==> config.mk <==
export PLATFORM = sky130hd
export DESIGN_NAME = strip_xgpon_burst_header
export DESIGN_NICKNAME = d
export VERILOG_FILES = /design/src/rtl/strip_xgpon_burst_header.sv
export SDC_FILE = /design/constraint.sdc
export NUM_CORES = 1
export LEC_CHECK = 0
export CELL_PAD_IN_SITES_DETAIL_PLACEMENT = 0
export CELL_PAD_IN_SITES_GLOBAL_PLACEMENT = 1
export CORE_MARGIN = 3
export CORE_UTILIZATION = 38
export DETAILED_ROUTE_END_ITERATION = 8
export GPL_TIMING_DRIVEN = 0
export HOLD_SLACK_MARGIN = 0.1
export PLACE_DENSITY_LB_ADDON = 0.2
export SETUP_SLACK_MARGIN = 0.02
export SYNTH_ARGS = -nofsm -noshare
export SYNTH_HDL_FRONTEND = slang
export SYNTH_SLANG_ARGS = --single-unit
==> constraint.sdc <==
create_clock -name axis_clk -period 3.05 [get_ports axis_clk]
set_input_delay 0.4575 -clock axis_clk [delete_from_list [all_inputs] [get_ports axis_clk]]
set_output_delay 0.4575 -clock axis_clk [all_outputs]
set_load 0.02 [all_outputs]
==> src/rtl/strip_xgpon_burst_header.sv <==
// Receive-side burst deframer: hunts the delimiter at any byte offset, locks it, and
// forwards re-aligned payload words as an AXIS frame closed by the trailer or a timeout.
module strip_xgpon_burst_header #(
  parameter logic [31:0] DELIMITER       = 32'hB2C50FA1,
  parameter logic [31:0] TRAILER         = 32'h82D6F416,
  parameter logic [15:0] MAX_BURST_WORDS = 16'd512
) (
  input  logic        axis_clk,
  input  logic        axis_resetn,
  input  logic [31:0] axis_TDATA_in,
  input  logic        axis_TVALID_in,
  output logic [31:0] axis_TDATA_out,
  output logic        axis_TVALID_out,
  output logic [3:0]  axis_TKEEP_out,
  output logic        axis_TLAST_out,
  output logic        axis_TUSER_out,
  input  logic        axis_TREADY_in,
  output logic        lock,
  output logic [1:0]  align_offset,
  output logic [15:0] burst_count,
  output logic        overflow
);

  typedef enum logic [0:0] {StHunt, StPayload} state_e;

  state_e      state_q;
  logic [31:0] prev_q;
  logic [1:0]  align_q;
  logic [15:0] word_cnt_q;
  logic [15:0] burst_cnt_q;
  logic [31:0] hold_q;
  logic        hold_full_q;
  logic [31:0] out_data_q;
  logic        out_valid_q;
  logic        out_last_q;
  logic        out_user_q;
  logic        overflow_q;

  logic [31:0] cand [4];
  logic        hunt_hit;
  logic [1:0]  hunt_k;
  logic [31:0] aligned;
  logic        is_trailer;
  logic        timeout;
  logic        push;
  logic [31:0] push_data;
  logic        push_last;
  logic        push_user;
  logic        accept;

  always_comb begin
    cand[0] = prev_q;
    cand[1] = {prev_q[23:0], axis_TDATA_in[31:24]};
    cand[2] = {prev_q[15:0], axis_TDATA_in[31:16]};
    cand[3] = {prev_q[7:0],  axis_TDATA_in[31:8]};
    hunt_hit = 1'b0;
    hunt_k   = 2'd0;
    // Descending scan so the lowest matching offset wins.
    for (int k = 3; k >= 0; k--) begin
      if (cand[k] == DELIMITER) begin
        hunt_hit = 1'b1;
        hunt_k   = 2'(k);
      end
    end
    aligned    = cand[align_q];
    is_trailer = (aligned == TRAILER);
    timeout    = (word_cnt_q == MAX_BURST_WORDS);
  end

  always_comb begin
    push      = 1'b0;
    push_data = hold_q;
    push_last = 1'b0;
    push_user = 1'b0;
    if (axis_TVALID_in && state_q == StPayload) begin
      if (is_trailer) begin
        push      = hold_full_q;
        push_last = 1'b1;
      end else if (timeout) begin
        push      = 1'b1;
        push_last = 1'b1;
        push_user = 1'b1;
        if (!hold_full_q) push_data = aligned;
      end else begin
        push = hold_full_q;
      end
    end
    accept = !out_valid_q || axis_TREADY_in;
  end

  always_ff @(posedge axis_clk) begin
    if (!axis_resetn) begin
      state_q     <= StHunt;
      prev_q      <= '0;
      align_q     <= '0;
      word_cnt_q  <= '0;
      burst_cnt_q <= '0;
      hold_q      <= '0;
      hold_full_q <= 1'b0;
      out_data_q  <= '0;
      out_valid_q <= 1'b0;
      out_last_q  <= 1'b0;
      out_user_q  <= 1'b0;
      overflow_q  <= 1'b0;
    end else begin
      // A rejected push loses the word and its TLAST; the held beat stays untouched.
      if (push) begin
        if (accept) begin
          out_valid_q <= 1'b1;
          out_data_q  <= push_data;
          out_last_q  <= push_last;
          out_user_q  <= push_user;
        end else begin
          overflow_q <= 1'b1;
        end
      end else if (axis_TREADY_in) begin
        out_valid_q <= 1'b0;
      end

      if (axis_TVALID_in) begin
        prev_q <= axis_TDATA_in;
        unique case (state_q)
          StHunt: begin
            if (hunt_hit) begin
              align_q    <= hunt_k;
              word_cnt_q <= '0;
              state_q    <= StPayload;
            end
          end
          StPayload: begin
            if (is_trailer) begin
              hold_full_q <= 1'b0;
              burst_cnt_q <= burst_cnt_q + 16'd1;
              state_q     <= StHunt;
            end else if (timeout) begin
              hold_full_q <= 1'b0;
              state_q     <= StHunt;
            end else begin
              hold_q      <= aligned;
              hold_full_q <= 1'b1;
              word_cnt_q  <= word_cnt_q + 16'd1;
            end
          end
          default: state_q <= StHunt;
        endcase
      end
    end
  end

  assign axis_TDATA_out  = out_data_q;
  assign axis_TVALID_out = out_valid_q;
  assign axis_TKEEP_out  = {4{out_valid_q}};
  assign axis_TLAST_out  = out_last_q;
  assign axis_TUSER_out  = out_user_q;
  assign lock            = (state_q == StPayload);
  assign align_offset    = align_q;
  assign burst_count     = burst_cnt_q;
  assign overflow        = overflow_q;

endmodule

**After elaboration in Yosys (flattened, before gate mapping)**

Cells that the tools add are included.

- Register bits after elaboration: 136
- Output and inout bits: 59
- Input port bits: 36

- Multiplexer cells: 34
- $lt $le $gt $ge: 1
- Reduce and logical (&&, ||, !) cells: 12
- Add/sub/neg operators: 2
- Bitwise gates (word level): 5
- Equal/unequal tests: 10

Operator list:

| cell | count |
|---|---|
| 32-bit two-way mux | 6 |
| 32-bit equality test (second input constant) | 5 |
| 32-bit binary-select mux with 2-bit select | 1 |
| 16-bit two-way mux | 3 |
| 16-bit by 1-bit adder with 16-bit output (second input constant) | 2 |
| 16-bit case mux with 2 select lines | 1 |
| 1-bit two-way mux | 18 |
| 16-bit by 10-bit equality test with 1-bit output (second input constant) | 1 |
| 2-bit two-way mux | 4 |
| 2-bit AND reduction | 4 |
| 4-bit AND reduction | 2 |
| 2-bit != test (second input constant) | 3 |
| 3-bit AND reduction | 2 |
| 1-bit NOT | 4 |
| 3-bit greater-or-equal comparator (second input constant) | 1 |
| 2-bit NOT with 3-bit output | 1 |
| 2-bit by 1-bit != test with 1-bit output (second input constant) | 1 |
| 1-bit case mux with 2 select lines | 1 |
| 2-bit nonzero test | 1 |
| 1-bit logical AND | 1 |
| 1-bit logical NOT | 1 |
| 1-bit logical OR | 1 |

**Depth between registers and ports, before layout**

- Depth after elaboration: 9
- Gate-level depth with buffers: 14
- Depth with buffers taken out: 9

**Worst setup path before layout**

Ideal clock, no wire load.

- Path type: reg-to-reg
- Start point: register align_q[0], in the netlist align_offset[0]
- End point: register out_data_q[13], in the netlist axis_TDATA_out[13]
- Setup slack: -0.001 ns
- Stages on the path, launching flop included: 15
- Arrival: 2.929 ns
- Cells stage by stage: dfxtp_1 > buf_4 > buf_6 > buf_6 > buf_4 > mux4_2 > nor2_1 > nand4_1 > nor4_4 > o21ai_1 > nor2b_1 > buf_2 > buf_6 > o21ai_0 > a21oi_1

- Word-level cells in the longest chain between the ends: 8
- Elaborated cells on any way between the ends: 12

Ends and longest elaborated chain:

| item | line | RTL |
|---|---|---|
| start: declaration | 28 | `logic [1:0] align_q;` |
| start signal: assignment | 125 | `align_q <= hunt_k;` |
| 2-bit NOT with 3-bit output (not written as such) * | 65 | `aligned = cand[align_q];` |
| 32-bit binary-select mux with 2-bit select * | 65 |  |
| 32-bit two-way mux (not written as such) * (2 in series) | 65 |  |
| 32-bit equality test or 32-bit two-way mux (tied branches) | 66, 83 |  |
| 1-bit two-way mux or 32-bit two-way mux (tied branches) | 76, 79 |  |
| 1-bit two-way mux or 32-bit two-way mux (tied branches) | 75, 76 |  |
| 2-bit AND reduction (no line) or 32-bit two-way mux (tied branches) | -- |  |
| end signal: assignment | 110 | `out_data_q <= push_data;` |
| end: declaration | 33 | `logic [31:0] out_data_q;` |

Every way passes the cells marked *; elsewhere a longest branch is shown, timed or not. The select of a mux whose other input is x is not followed.
A chain may end at the register's enable or synchronous reset.

**Worst setup path after layout**

- Start point: register align_q[1], in the netlist align_offset[1]
- End point: register burst_cnt_q[11], in the netlist burst_count[11]

- Word-level cells in the longest chain between the ends: 6

Ends and longest elaborated chain:

| item | line | RTL |
|---|---|---|
| 2-bit NOT with 3-bit output (not written as such) | 65 |  |
| 32-bit binary-select mux with 2-bit select | 65 |  |
| 32-bit two-way mux (not written as such) (2 in series) | 65 |  |
| 32-bit equality test | 66 | `is_trailer = (aligned == TRAILER);` |
| 3-bit AND reduction (no line) | -- |  |
| end signal: assignment | 133 | `burst_cnt_q <= burst_cnt_q + 16'd1;` |
| end: declaration | 30 | `logic [15:0] burst_cnt_q;` |

Every way passes these cells. The select of a mux whose other input is x is not followed.

==> run metrics <==
initial antenna violation count=0; share of flip-flops with an asynchronous set or reset=0; static leakage power=3.38 nW; launch instance of the worst register-to-register path=align_offset[1]; Post-Synthesis Net Count=745; top flip-flop cell by instance count after synthesis=sky130_fd_sc_hd__dfxtp_1; category of the worst setup path launch point=flip-flop; sequential element share of the synthesized area=0.397; GR Util All Layers=0.217; clock-pin slew on the worst setup and hold paths=0.06 ns; final-report hold violation count=0; flop and latch count out of synthesis=136; largest cells by area after synthesis=sky130_fd_sc_hd__dfxtp_1 (40%), sky130_fd_sc_hd__mux4_2 (11%), sky130_fd_sc_hd__mux2i_1 (9.6%), sky130_fd_sc_hd__nand2_1 (4.9%), sky130_fd_sc_hd__nor2b_1 (4.1%); post-detailed-route wirelength per cell=19.8 microns; post-detailed-routing wire length=21600 microns; wire length of the first global-routing pass=33500 microns; outcome=finished clean; measured slew at the worst slew-check pin=0.945 ns; Critical R2R Capture=burst_count[11]; Skew-Pair Late Insertion Delay=0.43 ns; number of buffers added to fix hold violations after cts=0; number of sinks handled by clock tree synthesis=136; utilization after layout=0.536; Net Switching=1.02 mW; layout overhead on the synthesized area=36.7%; Port Buffer Count=94; Warnings, synthesis=0; Placement Rows=48; final setup margin=0.0775 ns; Synth Area in Adders=0.00548; post-route DRC violation count=0; first element of the critical path=align_offset[1]; die outline height=140 microns; pin count of the biggest net entering global routing=17; final worst-path cycle share=0.975; type of the worst setup path=reg -> reg; number of different library cells in the post-synthesis netlist=49; core area=17500 sq um; final instance count without filler cells=1092; worst IR drop on VDD=0.414 mV; post-synth design cell area=6850 sq um; final HPWL from detailed placement=15600 microns; capture point of the worst path=burst_count[11]; TritonCTS buffer count=17; final layout net count=893; Initial Utilization=0.392; RePlAce Congestion=0.977; data required time of the worst path=3.37 ns; Data arrival, critical path=3.29 ns; maximum clock frequency=336 MHz; number of DRC violations after detailed-routing iteration 0=512; sequential share of power=0.422; maximum clock skew at final layout=0.0103 ns; Max-slew headroom=0.370; fraction of power consumed by combinational cells=0.063; Worst Setup End Kind=flip-flop; share of the synthesized area in the top cell type=0.397; via/cell ratio=5.57; Internal Power=3.36 mW; pre-CTS setup slack=-0.897 ns; leading area contributor after synthesis=sky130_fd_sc_hd__dfxtp_1; Post-Syn Instances=706; most common cell after layout, fill and taps aside=sky130_fd_sc_hd__dfxtp_1; final setup vio count=0; Hold WS=0.452 ns; area share of and/or/nand/nor cells after synthesis=0.207; Clock Tree Root=sky130_fd_sc_hd__clkbuf_16; cell count of the worst reg-to-reg path=13; share of post-route cells with drive strength above 1=0.185; H-tree level count=4; minimum setup slack among reg-to-reg paths=0.08 ns; mean post-synth cell area=9.71 sq um; commonest cells after routing, fill and taps aside=sky130_fd_sc_hd__dfxtp_1 (134), sky130_fd_sc_hd__nand2_1 (90), sky130_fd_sc_hd__clkdlybuf4s50_1 (84); Pwr per Cell Area=468 nW/um^2; vias in the first global route=5909; accumulated negative setup slack=0 ns; Filler Cells Inserted=1579; CTS tree=built; total die area=19700 sq um; number of cells after detailed placement=1025; EDFF count, synth=0; number of maximum-capacitance violations=0; number of placed I/O pins=95; Horiz. Die Dim=140 microns; dominant combinational cell family by area after synthesis=simple AND/OR/NAND/NOR gates; total vias in the final route=6081; mux cell area share after synthesis=0.202; Remaining Overflow, GRT=0; First-pass DRT Iterations=5; antenna cell count=0; number of max-slew violations in the final report=0; Compound-Gate Fraction of Synth Area=0.116; Clock Power Share=0.515; largest driver fanout on the critical path=10; XOR/XNOR Fraction of Synth Area=0.0294; RSZ-0062 raised after global routing=yes; Final Critical Period=2.97 ns; Switching Fraction=0.233; ANT nets after route=0; Max Root-Sink Buffers=2; path type of the worst min-delay path=reg -> reg
[kinds of logic after synthesis]
logic type | after synthesis
buffers and inverters | 57
adders and majority gates | 3
and+or+nand+nor | 258
xor gates and xnor gates | 23
AOI/OAI and AO/OA | 131
DFF | 136
muxes | 98
[cell usage after synthesis (6+ instances only)]
cell type,n
sky130_fd_sc_hd__dfxtp_1,136
sky130_fd_sc_hd__nand2_1,90
sky130_fd_sc_hd__mux2i_1,66
sky130_fd_sc_hd__nor2b_1,45
sky130_fd_sc_hd__a21oi_1,37
sky130_fd_sc_hd__mux4_2,32
sky130_fd_sc_hd__o21ai_0,31
sky130_fd_sc_hd__a21boi_1,30
sky130_fd_sc_hd__clkbuf_1,27
sky130_fd_sc_hd__nor2_1,26
sky130_fd_sc_hd__xor2_1,19
sky130_fd_sc_hd__and2_1,14
sky130_fd_sc_hd__nand4_1,14
sky130_fd_sc_hd__buf_2,10
sky130_fd_sc_hd__nor4bb_1,10
sky130_fd_sc_hd__o21ai_1,10
sky130_fd_sc_hd__nand3_1,9
sky130_fd_sc_hd__buf_4,8
sky130_fd_sc_hd__nor3_1,8
sky130_fd_sc_hd__nor4b_1,7
sky130_fd_sc_hd__a21boi_0,6
sky130_fd_sc_hd__inv_1,6
sky130_fd_sc_hd__o211ai_1,6
[worst min path at each step]
| stage | startpoint | end | slack, ns | cells past startpoint |
|---|---|---|---|---|
| finish | hold_q[31] | hold_q[31] | 0.45 | 2 |
| global route | hold_q[8] | hold_q[8] | 0.47 | 2 |
| CTS | hold_q[22] | hold_q[22] | 0.45 | 2 |
| detailed placement | hold_q[22] | hold_q[22] | 0.44 | 2 |
| global placement | hold_q[12] | hold_q[12] | 0.44 | 2 |
| floorplan | hold_q[0] | hold_q[0] | 0.43 | 2 |
[flip-flops by register name, summed over array words and instances, names as in the netlist, 2 cells and up]
signal,flops
prev_q,32
align_offset,2
burst_count,16
word_cnt_q,16
hold_q,32
axis_TDATA_out,32
[area by class of cell]
class | count | area (sq um) | area share
multi-input cells | 514 | 4010 | 0.428
repair buffers | 130 | 1300 | 0.138
plain buffers | 49 | 389 | 0.0415
clock buffers | 19 | 453 | 0.0483
well taps | 225 | 282 | 0.0300
flip-flops and latches | 136 | 2730 | 0.291
inverters | 6 | 22.5 | 0.00240
clock inverters | 13 | 193 | 0.0206
[per-layer routing]
| metal | vias to the layer above | part of all wire | global-route usage |
|---|---|---|---|
| li1 | 2836 | - | - |
| met1 | 2953 | 0.45 | 0.298 |
| met2 | 243 | 0.46 | 0.340 |
| met3 | 49 | 0.056 | 0.0495 |
| met4 | 0 | 0.025 | 0.0709 |
| met5 | - | 0 | 0 |
[metrics by stage]
step                power [mW]  instance area [sq um]
floorplan                 2.00                   6860
global placement          2.14                   8080
detailed placement        2.14                   8080
CTS                       4.39                   9040
global route              4.51                   9370
finish                    4.39                   9370
[critical path, stage by stage, from the launching register on]
cell and delay (ns):
sky130_fd_sc_hd__dfxtp_2 0.34, sky130_fd_sc_hd__buf_8 0.14, sky130_fd_sc_hd__buf_12 0.15, sky130_fd_sc_hd__buf_12 0.14, sky130_fd_sc_hd__mux4_2 0.55, sky130_fd_sc_hd__nor2_1 0.13
sky130_fd_sc_hd__nand4b_1 0.16, sky130_fd_sc_hd__nor4_4 0.25, sky130_fd_sc_hd__buf_6 0.18, sky130_fd_sc_hd__buf_6 0.13, sky130_fd_sc_hd__nand4_4 0.16, sky130_fd_sc_hd__nor3b_2 0.28
sky130_fd_sc_hd__xor2_1 0.09, sky130_fd_sc_hd__and2_1 0.16
[power groups by stage]
stage / Sequential (mW) / Clock, mW / Combinational [mW]
floorplan: 1.86 / 0 / 0.139
detailed placement: 1.89 / 0 / 0.254
global placement: 1.89 / 0 / 0.249
global route: 1.85 / 2.36 / 0.295
CTS: 1.85 / 2.28 / 0.263
finish: 1.85 / 2.26 / 0.277
[repair_timing]
action	4_1_cts	5_1_grt
endpoints found under the setup margin	100	95
buffers inserted	15	19
endpoints found under the hold margin	0	0
cloned	0	3
gates resized for setup	58	43
pin swaps	11	18
No activity file was read; power rests on OpenSTA's default activity.
==> variant 1, RTL diff (config.mk and constraints unchanged) <==
Reset style: asynchronous (`axis_resetn`), changed in one clocked block.
--- a/src/rtl/strip_xgpon_burst_header.sv
+++ b/src/rtl/strip_xgpon_burst_header.sv
@@ -88,7 +88,7 @@
     accept = !out_valid_q || axis_TREADY_in;
   end
 
-  always_ff @(posedge axis_clk) begin
+  always_ff @(posedge axis_clk or negedge axis_resetn) begin
     if (!axis_resetn) begin
       state_q     <= StHunt;
       prev_q      <= '0;
Behaviour: differs if axis_resetn is asserted again (counterexample within 4 cycles, from zero or initial values and one cycle with axis_resetn low); with axis_resetn held inactive, the same outputs for 4 cycles.
==> variant 1 against the unedited design <==
  * Wire length down 3.9%
  * Synthesized area is 5.5% higher
  * The run now ends with negative setup slack left
  * Sequential cell count unchanged
  * Largest power group unchanged
  * Global-route usage is 1.4 points lower
  * Total power is 1.3% higher
  * Worst setup slack worse by 0.14 ns
  * Sequential power is 4% higher
  * Design area up 6.4%
  * Largest cell class unchanged
==> variant 1: results (changes against the unedited design) <==
[metrics] Critical path destination: word_cnt_q[15]
[metrics] result of the run: finished with violations
[metrics] dominant delay contributor by cell family on the critical path: multiplexers
[metrics] Worst Slack Setup Final: -0.0633 ns (-0.141 ns)
[metrics] Hold-fix buffers, CTS: 1 (+1)
[metrics] wire length of the first global-routing pass: 32300 um (-3.7%)
[metrics] half-perimeter wire length of the detailed placement result: 14300 um (-8.8%)
[metrics] layout filler cell count: 1543 (-2.3%)
[metrics] violations in the final reports: negative setup slack
[metrics] clock network power: 2.18 mW (-4%)
[metrics] maximum number of pins on one net before global-route repair: 99 (+82)
[metrics] minimum setup slack after placement: -0.778 ns (+0.120 ns)
[metrics] total of plain and repair buffers excluding clock buffers: 177 (-1.1%)
[metrics] vias after detailed routing: 5445 (-10%)
[metrics] Synth area leaders: sky130_fd_sc_hd__dfrtp_1, sky130_fd_sc_hd__mux2_2, sky130_fd_sc_hd__mux4_2, sky130_fd_sc_hd__mux2i_1, sky130_fd_sc_hd__nand2_1
[metrics] vias in the first global route: 5485 (-7.2%)
[metrics] detail-routed net length per standard cell: 21.2 um (+7.2%)
[metrics] Tightest Pin Transition: 0.749 ns (-0.195 ns)
[metrics] switching portion of total power: 24.3% (+1.0 points)
[metrics] non-clock buffering overhead in the final layout: 18.6% (+0.63 points)
[metrics] Gates resized, CTS repair: 62 (+6.9%)
[metrics] number of instances in the placed design: 899 (-12%)
[metrics] Worst Reg-to-Reg Cells: 10 (-3)
[metrics] share of post-route cells with drive strength above 1: 34.3% (+16 points)
[metrics] Layout Cell Area excl Fill: 9970 um^2 (+6.4%)
[metrics] Multi-In Gates: 395 (-23%)
[metrics] multi-input gate area in the final layout: 3770 um^2 (-6.1%)
[metrics] maximum net fanout on the critical path: 8 (-2)
[metrics] combinational fraction of design power: 7.6% (+1.3 points)
[metrics] Final setup viols: 35 (+35)
==> variant 1: cell types whose count changed after synthesis, sizes merged, moves of 13 or more <==
cell,unedited run,this run
dfrtp,0,136
dfxtp,136,0
mux2,0,75
nand2,90,47
nor2b,45,5
a21oi,37,1
a21boi,36,1
mux2i,66,34
clkbuf,27,10
and2,14,0
and3,4,17
==> variant 1: layer usage <==
metal | up-vias | wire [um] | global-route usage, %
met3 | 25 | 1330 | 4.76
met4 | 0 | 367 | 6.49
met5 | - | 0 | 0
li1 | 2463 | - | -
met1 | 2762 | 9360 | 28.9
met2 | 195 | 9700 | 30.8
==> variant 1: cell families after synthesis <==
| group | share of synthesized area, % |
|---|---|
| flip-flops | 47.1 |
| buffers and inverters | 4.05 |
| multiplexers | 26.6 |
| XOR/XNOR | 2.42 |
| AO/OA/AOI/OAI | 4.22 |
| adder cells (fa/ha/maj) | 0.519 |
| AND/OR/NAND/NOR | 15.1 |
==> variant 2, RTL diff (same settings) <==
Made on the original files. `DELIMITER`: 32'hB2C50FA1 -> 32'h8613CBB8.
--- a/src/rtl/strip_xgpon_burst_header.sv
+++ b/src/rtl/strip_xgpon_burst_header.sv
@@ -1,7 +1,7 @@
 // Receive-side burst deframer: hunts the delimiter at any byte offset, locks it, and
 // forwards re-aligned payload words as an AXIS frame closed by the trailer or a timeout.
 module strip_xgpon_burst_header #(
-  parameter logic [31:0] DELIMITER       = 32'hB2C50FA1,
+  parameter logic [31:0] DELIMITER       = 32'h8613CBB8,
   parameter logic [31:0] TRAILER         = 32'h82D6F416,
   parameter logic [15:0] MAX_BURST_WORDS = 16'd512
 ) (
Function: changed (a bounded check fails within 4 cycles, from zero or initial values and one cycle with axis_resetn low).
==> variant 2 against the unedited design <==
  * Sequential cell count unchanged
  * Utilization fell by 2.5 points
  * Wire length rose by 1.1%
  * Clock power increased by 4%
  * Total power is 1.9% higher
  * Clock skew decreased by 0.0019 ns
  * Design area fell by 0.68%
  * Cell count up 0.92%
  * Worst setup slack improved by 0.095 ns
  * Synthesized area increased by 4.0%
  * Largest cell class unchanged
==> variant 2: results (changes against the unedited design) <==
[metrics] distinct cell type count of the synthesized netlist: 54 (+10%)
[metrics] crit path from: axis_TDATA_in[21]
[metrics] fin nets: 900 (+0.78%)
[metrics] mux contribution to synthesized area: 21.3% (+1.2 points)
[metrics] wire length of the first global-routing pass: 35000 um (+4.4%)
[metrics] part of the Yosys area used for sequential elements: 38.2% (-1.5 points)
[metrics] total routed wirelength: 21800 um (+1.1%)
[metrics] worst slew slack as a fraction of its limit: 43.4% (+6.4 points)
[metrics] Synth area leaders: sky130_fd_sc_hd__dfxtp_1, sky130_fd_sc_hd__mux2i_1, sky130_fd_sc_hd__mux4_2, sky130_fd_sc_hd__nor2b_1, sky130_fd_sc_hd__nand2_1
[metrics] met1 GRT Util: 30.3% (+0.55 points)
[metrics] Max stage delay cell, worst path: sky130_fd_sc_hd__or4bb_1
[metrics] routed wl met2: 9970 um (-0.60%)
[metrics] global-route usage over all layers: 22.0% (+0.30 points)
[metrics] Layout Skew: 0.00834 ns (-0.00194 ns)
[metrics] Post-Synth Adder-Cell Area: 0.527% (-0.021 points)
[metrics] Avg Cell Area, Syn: 9.67 um^2 (-0.38%)
[metrics] dominant delay contributor by cell family on the critical path: buffers and inverters
[metrics] gpl congestion: 0.896 (-8.3%)
[metrics] number of instances in the placed design: 1058 (+3.2%)
[metrics] Worst Hold Launch: axis_resetn
[metrics] PortBufs: 92 (-2.1%)
[metrics] post-route met1 wirelength: 10100 um (+3.3%)
[metrics] Detail Route met3 WL: 1350 um (+11%)
[metrics] Worst Reg-to-Reg Cells: 10 (-3)
[metrics] critical path data arrival time: 3.24 ns (-0.05 ns)
[metrics] Synthesized Nets: 776 (+4.2%)
[metrics] maximum single-stage delay on the critical path: 0.59 ns (+0.04 ns)
[metrics] clock input transition at the sequential cells of the worst setup and hold paths: 0.06 ns (about the same)
[metrics] vias after detailed routing: 6240 (+2.6%)
[metrics] leading post-synthesis cells by instance count: sky130_fd_sc_hd__dfxtp_1, sky130_fd_sc_hd__nand2_1, sky130_fd_sc_hd__mux2i_1
[metrics] number of vias per cell after detailed routing: 5.66 (+1.7%)
[metrics] number of violations reported at the end of detailed-routing iteration 0: 574 (+12%)
[metrics] share of post-route cells with drive strength above 1: 15.9% (-2.5 points)
[metrics] global-route met3 utilization: 5.43% (+0.47 points)
[metrics] half-perimeter wire length of the detailed placement result: 16300 um (+4.3%)
[metrics] result of the run: finished, final reports clean
[metrics] Gates resized, CTS repair: 45 (-22%)
[metrics] Leakage: 3.54 nW (+4.8%)
[metrics] internal reg-to-reg setup slack: 0.17 ns (+0.09 ns)
[metrics] layout filler cell count: 1673 (+6.0%)
[metrics] VDD IR-drop max: 0.000375 V (-9.4%)
[metrics] XOR/XNOR share of the synthesized area: 1.72% (-1.2 points)
[metrics] worst hold margin: 0.414 ns (-0.0376 ns)
[metrics] met2 demand-to-capacity share in global routing: 34.4% (+0.40 points)
[metrics] type of the tightest min-delay check: input port to flip-flop
[metrics] Compound-Gate Fraction of Synth Area: 8.20% (-3.4 points)
-- variant 2: cell types whose count changed after synthesis, sizes merged, moves of 11 or more --
cell / before / now
a31oi: 0 / 32
a21boi: 36 / 5
nor2b: 45 / 73
a21oi: 37 / 13
nand3: 9 / 32
mux2i: 66 / 80
nor2: 26 / 12
nand3b: 2 / 13
-- variant 2: through the flow --
stage | setup slack (ns) | util (%) | total power [mW] | setup TNS, ns | area [um^2]
after floorplan | 0.143 | - | 2.01 | 0 | 7130
after global placement | -0.636 | 45.8 | 2.14 | -53.49 | 8340
after detailed placement | -0.657 | 45.8 | 2.15 | -54.24 | 8340
after CTS | -0.00724 | 50.3 | 4.48 | -0.00724 | 9160
after global routing | 0.0312 | 51.1 | 4.60 | 0 | 9310
final | 0.172 | 51.1 | 4.47 | 0 | 9310
-- variant 2: power groups by stage --
| stage | clock [mW] | combinational [mW] | sequential [mW] |
|---|---|---|---|
| after floorplan | 0 | 0.149 | 1.86 |
| after global placement | 0 | 0.259 | 1.89 |
| after detailed placement | 0 | 0.263 | 1.89 |
| after CTS | 2.37 | 0.267 | 1.85 |
| after global routing | 2.45 | 0.300 | 1.85 |
| final | 2.34 | 0.282 | 1.85 |
-- variant 2: path summary, 6_finish.rpt --
path	endpoint
setup / recovery	word_cnt_q[1]
hold reg to reg	overflow
setup reg to reg	axis_TDATA_out[23]
hold / removal	axis_TDATA_out[22]
-- variant 2: cell type report --
class,count,area (um^2),area share (%)
well taps,229,287,3.08
clock inverters,12,224,2.41
clock buffers,19,443,4.76
plain buffers,57,392,4.21
repair buffers,107,1040,11.2
multi-input cells,535,4170,44.8
flip-flops and latches,136,2730,29.3
inverters,7,26.3,0.282
